## src/rtl/multicycle_control.sv

```systemverilog
// Multicycle MIPS control FSM: sequences each instruction over 3-5 cycles,
// with memory handshake, latched opcode, illegal-op flag and retire counter.
module multicycle_control #(
    parameter int ALUOP_WIDTH = 3,
    parameter int COUNT_WIDTH = 32
) (
    input  logic                   clk,
    input  logic                   reset,
    input  logic [5:0]             op,
    input  logic                   mem_ready,
    output logic                   pc_write,
    output logic                   pc_write_beq,
    output logic                   pc_write_bne,
    output logic                   iord,
    output logic                   mem_read,
    output logic                   mem_write,
    output logic                   ir_write,
    output logic                   reg_dst,
    output logic                   mem_to_reg,
    output logic                   reg_write,
    output logic                   link,
    output logic                   alu_src_a,
    output logic [1:0]             alu_src_b,
    output logic [1:0]             pc_source,
    output logic                   zero_imm,
    output logic [ALUOP_WIDTH-1:0] alu_op,
    output logic [3:0]             state,
    output logic                   illegal_op,
    output logic [COUNT_WIDTH-1:0] instr_count
);

    typedef enum logic [3:0] {
        S_FETCH    = 4'd0,
        S_DECODE   = 4'd1,
        S_MEM_ADDR = 4'd2,
        S_MEM_RD   = 4'd3,
        S_MEM_WB   = 4'd4,
        S_MEM_WR   = 4'd5,
        S_R_EXEC   = 4'd6,
        S_R_WB     = 4'd7,
        S_BRANCH   = 4'd8,
        S_JUMP     = 4'd9,
        S_I_EXEC   = 4'd10,
        S_I_WB     = 4'd11,
        S_JAL      = 4'd12
    } state_t;

    localparam logic [ALUOP_WIDTH-1:0] ALU_AND   = ALUOP_WIDTH'(0);
    localparam logic [ALUOP_WIDTH-1:0] ALU_OR    = ALUOP_WIDTH'(1);
    localparam logic [ALUOP_WIDTH-1:0] ALU_ADD   = ALUOP_WIDTH'(3);
    localparam logic [ALUOP_WIDTH-1:0] ALU_SUB   = ALUOP_WIDTH'(4);
    localparam logic [ALUOP_WIDTH-1:0] ALU_LUI   = ALUOP_WIDTH'(5);
    localparam logic [ALUOP_WIDTH-1:0] ALU_FUNCT = ALUOP_WIDTH'(7);

    state_t     cur;
    state_t     nxt;
    logic [5:0] op_q;
    logic       illegal_d;
    logic       retire;

    function automatic logic [ALUOP_WIDTH-1:0] imm_alu(input logic [5:0] o);
        case (o)
            6'h0d:   return ALU_OR;
            6'h0c:   return ALU_AND;
            6'h0f:   return ALU_LUI;
            default: return ALU_ADD;
        endcase
    endfunction

    always_ff @(posedge clk or posedge reset) begin
        if (reset) begin
            cur         <= S_FETCH;
            op_q        <= 6'd0;
            illegal_op  <= 1'b0;
            instr_count <= '0;
        end else begin
            cur        <= nxt;
            illegal_op <= illegal_d;
            if (cur == S_DECODE)
                op_q <= op;
            if (retire)
                instr_count <= instr_count + COUNT_WIDTH'(1);
        end
    end

    always_comb begin
        nxt          = S_FETCH;
        illegal_d    = 1'b0;
        pc_write     = 1'b0;
        pc_write_beq = 1'b0;
        pc_write_bne = 1'b0;
        iord         = 1'b0;
        mem_read     = 1'b0;
        mem_write    = 1'b0;
        ir_write     = 1'b0;
        reg_dst      = 1'b0;
        mem_to_reg   = 1'b0;
        reg_write    = 1'b0;
        link         = 1'b0;
        alu_src_a    = 1'b0;
        alu_src_b    = 2'd0;
        pc_source    = 2'd0;
        zero_imm     = 1'b0;
        alu_op       = ALU_AND;
        case (cur)
            S_FETCH: begin
                mem_read  = 1'b1;
                alu_src_b = 2'd1;
                alu_op    = ALU_ADD;
                // Gated by reset so the Mealy enables cannot pulse during reset
                if (mem_ready && !reset) begin
                    ir_write = 1'b1;
                    pc_write = 1'b1;
                    nxt      = S_DECODE;
                end else begin
                    nxt = S_FETCH;
                end
            end
            S_DECODE: begin
                alu_src_b = 2'd3;
                alu_op    = ALU_ADD;
                case (op)
                    6'h00:                      nxt = S_R_EXEC;
                    6'h23, 6'h2b:               nxt = S_MEM_ADDR;
                    6'h04, 6'h05:               nxt = S_BRANCH;
                    6'h02:                      nxt = S_JUMP;
                    6'h03:                      nxt = S_JAL;
                    6'h08, 6'h0d, 6'h0c, 6'h0f: nxt = S_I_EXEC;
                    default: begin
                        nxt       = S_FETCH;
                        illegal_d = 1'b1;
                    end
                endcase
            end
            S_MEM_ADDR: begin
                alu_src_a = 1'b1;
                alu_src_b = 2'd2;
                alu_op    = ALU_ADD;
                nxt       = (op_q == 6'h23) ? S_MEM_RD : S_MEM_WR;
            end
            S_MEM_RD: begin
                mem_read = 1'b1;
                iord     = 1'b1;
                nxt      = mem_ready ? S_MEM_WB : S_MEM_RD;
            end
            S_MEM_WB: begin
                reg_write  = 1'b1;
                mem_to_reg = 1'b1;
            end
            S_MEM_WR: begin
                mem_write = 1'b1;
                iord      = 1'b1;
                nxt       = mem_ready ? S_FETCH : S_MEM_WR;
            end
            S_R_EXEC: begin
                alu_src_a = 1'b1;
                alu_op    = ALU_FUNCT;
                nxt       = S_R_WB;
            end
            S_R_WB: begin
                reg_write = 1'b1;
                reg_dst   = 1'b1;
            end
            S_I_EXEC: begin
                alu_src_a = 1'b1;
                alu_src_b = 2'd2;
                alu_op    = imm_alu(op_q);
                zero_imm  = (op_q == 6'h0d) || (op_q == 6'h0c);
                nxt       = S_I_WB;
            end
            S_I_WB: begin
                reg_write = 1'b1;
                alu_op    = imm_alu(op_q);
                zero_imm  = (op_q == 6'h0d) || (op_q == 6'h0c);
            end
            S_BRANCH: begin
                alu_src_a    = 1'b1;
                alu_op       = ALU_SUB;
                pc_source    = 2'd1;
                pc_write_beq = (op_q == 6'h04);
                pc_write_bne = (op_q == 6'h05);
            end
            S_JUMP: begin
                pc_write  = 1'b1;
                pc_source = 2'd2;
            end
            S_JAL: begin
                pc_write  = 1'b1;
                pc_source = 2'd2;
                reg_write = 1'b1;
                link      = 1'b1;
            end
            default: nxt = S_FETCH;
        endcase
    end

    assign retire = (cur != S_FETCH) && (nxt == S_FETCH) && !illegal_d;
    assign state  = cur;

endmodule

```

## config.mk

```make
export PLATFORM = sky130hd
export DESIGN_NAME = multicycle_control
export DESIGN_NICKNAME = d
export VERILOG_FILES = /design/src/rtl/multicycle_control.sv
export SDC_FILE = /design/constraint.sdc
export NUM_CORES = 1
export LEC_CHECK = 0
export CORE_ASPECT_RATIO = 0.9
export CORE_MARGIN = 2
export CORE_UTILIZATION = 32
export CTS_CLUSTER_DIAMETER = 40
export DETAILED_ROUTE_END_ITERATION = 8
export PLACE_DENSITY = 0.63
export SETUP_SLACK_MARGIN = 0.1
export SLEW_MARGIN = 30
export SYNTH_ARGS = -nofsm -noshare
export SYNTH_HDL_FRONTEND = slang
export SYNTH_SLANG_ARGS = --single-unit
```

## constraint.sdc

```tcl
create_clock -name clk -period 5.9 [get_ports clk]
set_input_delay 1.18 -clock clk [delete_from_list [all_inputs] [get_ports clk]]
set_output_delay 1.18 -clock clk [all_outputs]
set_load 0.03 [all_outputs]
```

# ---- Word-level counts from Yosys, hierarchy flattened
# Index checks and enable logic that the tools add are counted.
dict set report word_totals {
  reg_bits 43
  in_bits 9
  out_inout_bits 57
}
dict set report op_classes {
  n_addsub 1
  n_eq_ne 28
  n_mux 26
  reduce_logical 22
}
# operator n
set ops {}
lappend ops {{6-bit by 4-bit equality test with 1-bit output (second input constant)} 7}
lappend ops {{32-bit by 1-bit adder with 32-bit output (second input constant)} 1}
lappend ops {{4-bit one-hot mux with 7 select lines} 1}
lappend ops {{6-bit by 3-bit equality test with 1-bit output (second input constant)} 4}
lappend ops {{4-bit one-hot mux with 6 select lines} 1}
lappend ops {{4-bit equality test (second input constant)} 5}
lappend ops {{6-bit equality test (second input constant)} 3}
lappend ops {{4-bit by 3-bit equality test with 1-bit output (second input constant)} 4}
lappend ops {{1-bit 2-to-1 mux} 16}
lappend ops {{2-bit OR reduction} 7}
lappend ops {{6-bit by 2-bit equality test with 1-bit output (second input constant)} 2}
lappend ops {{3-bit one-hot mux with 4 select lines} 1}
lappend ops {{4-bit OR reduction} 3}
lappend ops {{11-bit OR reduction} 1}
lappend ops {{3-bit 2-to-1 mux} 3}
lappend ops {{3-bit one-hot mux with 3 select lines} 1}
lappend ops {{4-bit by 2-bit equality test with 1-bit output (second input constant)} 2}
lappend ops {{4-bit zero test} 2}
lappend ops {{6-bit zero test} 1}
lappend ops {{2-bit one-hot mux with 3 select lines} 1}
lappend ops {{4-bit by 1-bit equality test with 1-bit output (second input constant)} 1}
lappend ops {{2-bit one-hot mux with 2 select lines} 1}
lappend ops {{4-bit nonzero test} 1}
lappend ops {{1-bit logical AND} 3}
lappend ops {{4 further kinds} 5}

# ---- Logic depth before layout (Yosys ltp)
dict set report depth {
  depth_word 7
  mapped_depth 10
}

# ---- Worst setup path after synthesis
# Ideal clock, no wire load.
dict set report synth_timing {
  path_kind {reg2out}
  startpoint {register cur[1] (netlist: state[1])}
  endpoint {output pc_write_beq}
  arrival_time_ps 2407
  t_required_ps 4720
  setup_slack_ps 2313
  path_stages_with_launch 6
  path_buffers 2
  cell_sequence {dfrtp_1 buf_2 buf_1 nor3_1 nand3_1 nor2_1}
}
dict set report synth_between {
  elab_chain_len 2
}
# element line_no
set synth_rtl {}
lappend synth_rtl {{start, declared} 55} ;# state_t cur;
lappend synth_rtl {{start signal, assigned} 77} ;# cur <= nxt;
lappend synth_rtl {{4-bit equality test} 105} ;# case (cur)
lappend synth_rtl {{1-bit 2-to-1 mux} 105}
lappend synth_rtl {{end, declared} 12} ;# output logic pc_write_beq,
# Every way passes these cells.

# ---- Final worst setup path
dict set report layout_timing {
  startpoint {input mem_ready}
  endpoint {output pc_write}
}
dict set report layout_between {
  elab_chain_len 3
}
# element line_no
set layout_rtl {}
lappend layout_rtl {{start, declared} 10} ;# input logic mem_ready,
lappend layout_rtl {{1-bit logical AND} 111} ;# if (mem_ready && !reset) begin
lappend layout_rtl {{1-bit 2-to-1 mux} 111}
lappend layout_rtl {{1-bit one-hot mux with 2 select lines} 105}
lappend layout_rtl {{end, declared} 11} ;# output logic pc_write,
# Every way passes these cells.

==> implementation parameters <==
Parameter                              Value

Status
  Result of the run    finished, final reports clean

Timing
  Final critical path time including I/O delays and setup    4074 ps
  Worst Tran Pin Value    698.6 ps
  Final Max Slew Viols    0
  Hold Violations, Final    0
  Final setup violation count    0
  Ratio of final minimum period to clock period    69.05%
  Setup TNS    0 ps
  Maximum clock rate    0.2455 GHz
  Unrepaired setup endpoints after global routing    false
  Worst Skew    12.50 ps
  Minimum hold slack    487.8 ps
  Worst slew margin relative to its limit    53.30%

CTS
  Buffers inserted during post-CTS setup optimization    0
  H-tree level count    2
  Maximum clock insertion buffer count    2
  CTS Root Buffer Type    clkbuf_8
  Post-cts repair resize count    0
  Number of CTS-inserted buffers    5
  Clock tree from TritonCTS    done
  CTS clk-pin slew, worst paths    80 ps
  Sinks on Clock Net    43
  Clock latency reported for the late side of the worst-skew pair    290 ps
  Cts-stage hold buffer count    0

Cells and area
  Utilization after layout    43.42%
  Fillers    744
  Fraction of final layout cells sized beyond drive strength 1    6.287%
  Antenna diode count    0
  Number of nets at the end of the flow    343
  Area added between synthesis and finish    31.69%
  Post-route non-filler standard cell count    430

Detailed routing
  Number of nets with antenna violations after detailed routing    0
  Drt wl/cell    13.44 um
  Vias per inst    5.040
  Sum of routed wire length over all layers    5.779 mm
  Number of search-and-repair iterations in the first detailed-routing pass    4
  Initial drt markers    112
  Remaining design rule violation count    0
  Total vias in the final route    2167

Logic synthesis
  Number of nets produced by synthesis    283
  Leading register cell type out of synthesis    dfrtp_1
  Post-synthesis sequential area ratio    43.26%
  Top cells by count, synth    dfrtp_1, nand2_1, xor2_1
  Number of enable flip-flop cells after synthesis    0
  Synth Cell Area    2487 um^2
  Syn. warnings    0
  Most common cell in the synthesized netlist    dfrtp_1
  Distinct cells, synth    48
  Count of mapped cells out of synthesis    273
  Ranking of synthesized cells by area    dfrtp_1, xor2_1, nand2_1, nor3_1, nand3_1
  Count of state elements after synthesis    43
  Post-synth ARST share    100.0%
  Synth top area share    43.26%
  Syn Area/Cell    9.111 um^2
  Library cell occupying the most area in the post-synthesis netlist    dfrtp_1

Critical path
  Crit path DAT    2890 ps
  Crit-path cells    clkdlybuf4s50_1, nor2b_1, and3_1, or2_2, clkdlybuf4s50_1
  Largest stage delay on the critical path    650 ps
  R2R Setup Slk    3110 ps
  CP Max Fanout    5
  Cell seen most often among critical-path stages    clkdlybuf4s50_1
  Count of buffer and inverter cells on the critical path    2
  Capturing element type of the critical path    primary output
  Crit path max-delay cell type    clkdlybuf4s50_1
  Kind of start point of the critical path    primary input
  CP required    4720 ps
  Delay-heaviest family, CP    buffers and inverters
  Critical path type    in -> out

Power and ir drop
  Leakage power    1.438 nW
  Final Total Pwr    0.0008043 W
  Maximum VDD drop    0.2073 mV
  Power per Cell Area    245.5 nW/um^2

Global route
  Final global-route overflow total    0
  Via count of the first global-routing pass    1955
  Number of antenna violations at the first check in global routing    0
  Pin count of the biggest net entering global routing    44
  Gr usage total    13.31%
  First-pass GRT wire length    9.425 mm

Hold path
  Type of the worst min-delay path    reg -> reg

Placed design
  Post-detail-place hpwl    4.195 mm
  Placer Congestion    0.8030
  Number of placed instances, taps included    422
  IO buf count    65

Die
  Starting utilization of the core area    32.97%
  Std-Cell Core Area    7545 um^2
  Die boundary height    87.64 um
  Row count    30
  Number of primary I/O pins    66
  Chip width    96.94 um
  Die footprint    8495 um^2

Run
  Number of maximum-capacitance constraint violations    0
## worst reg2reg max path, stage by stage, from the launching register on
cell	delay, ps
dfrtp_1	730
nor4b_4	530
nand2_1	150
o311ai_1	350
nand4bb_1	170
buf_4	350
mux2_2	400
## path summary, 6_finish.rpt
| check | startpoint | endpoint | cells past startpoint |
|---|---|---|---|
| setup / recovery | mem_ready | pc_write | 5 |
| hold / removal | instr_count[31] | instr_count[31] | 1 |
| hold reg to reg | instr_count[31] | instr_count[31] | 1 |
| max in group asynchronous | reset | instr_count[9] | 3 |
| min in group asynchronous | reset | instr_count[13] | 3 |
| setup reg to reg | state[0] | instr_count[1] | 6 |
## logic make-up after synthesis
family          share of synthesized area, %
fa+ha+maj                             0.5029
simple gates                           28.97
buf+inv                                5.734
flops                                  43.26
mux                                   0.4527
xor+xnor                               11.97
compound gates                         9.104
## routing by layer
metal	share of wire (%)	vias up	wire, um	track usage [%]
met1	50	1057	2867	19.41
met5	0	-	0	0
li1	-	1070	-	-
met2	47	36	2701	21.09
met4	0.80	0	46	2.689
met3	2.8	4	164	2.235
## final cells by class
class / instances / area, um^2 / area share (%)
clock inverter: 1 / 5.005 / 0.1528
inverter: 17 / 63.81 / 1.948
tap: 96 / 120.1 / 3.667
clock buffer: 7 / 76.32 / 2.330
timing repair buffer: 67 / 665.6 / 20.32
sequential: 43 / 1076 / 32.85
multi-input combinational: 199 / 1269 / 38.73
## per-stage QoR
| stage | area [um^2] | setup slack, ps |
|---|---|---|
| after CTS | 3276 | 1823 |
| after floorplan | 2487 | 2313 |
| after global routing | 3276 | 1775 |
| after detailed placement | 3194 | 1828 |
| final | 3276 | 1826 |
| after global placement | 3194 | 1858 |
## registers in the layout (all words and copies together), names as in the netlist
register     count
illegal_op       1
instr_count     32
state            4
op_q             6
## power breakdown
group / internal [W] / total, W / switching, W
logic: 0.000101 / 0.000244 / 0.000144
registers: 0.000331 / 0.000383 / 0.0000521
clock network: 0.0000831 / 0.000177 / 0.0000940
## placed cells by master, fill, tap and decap left out, types with 2 or more instances in the layout
| cell | count |
|---|---|
| inv_1 | 14 |
| a21oi_1 | 5 |
| o22ai_1 | 2 |
| nand2b_1 | 4 |
| nand4_1 | 6 |
| dfrtp_1 | 43 |
| inv_2 | 2 |
| nand3_1 | 15 |
| buf_4 | 2 |
| nor4_2 | 4 |
| xnor2_1 | 8 |
| nor3b_1 | 7 |
| nor4_1 | 4 |
| nor2b_1 | 3 |
| o21ai_1 | 2 |
| clkbuf_8 | 5 |
| a21o_1 | 4 |
| and3_1 | 9 |
| xor2_1 | 26 |
| a211oi_1 | 2 |
| nor2_1 | 17 |
| o21ai_0 | 8 |
| clkdlybuf4s50_1 | 65 |
| clkbuf_1 | 2 |
| nand2_1 | 32 |
| nor3_1 | 21 |
(Power assumes the default switching activity.)
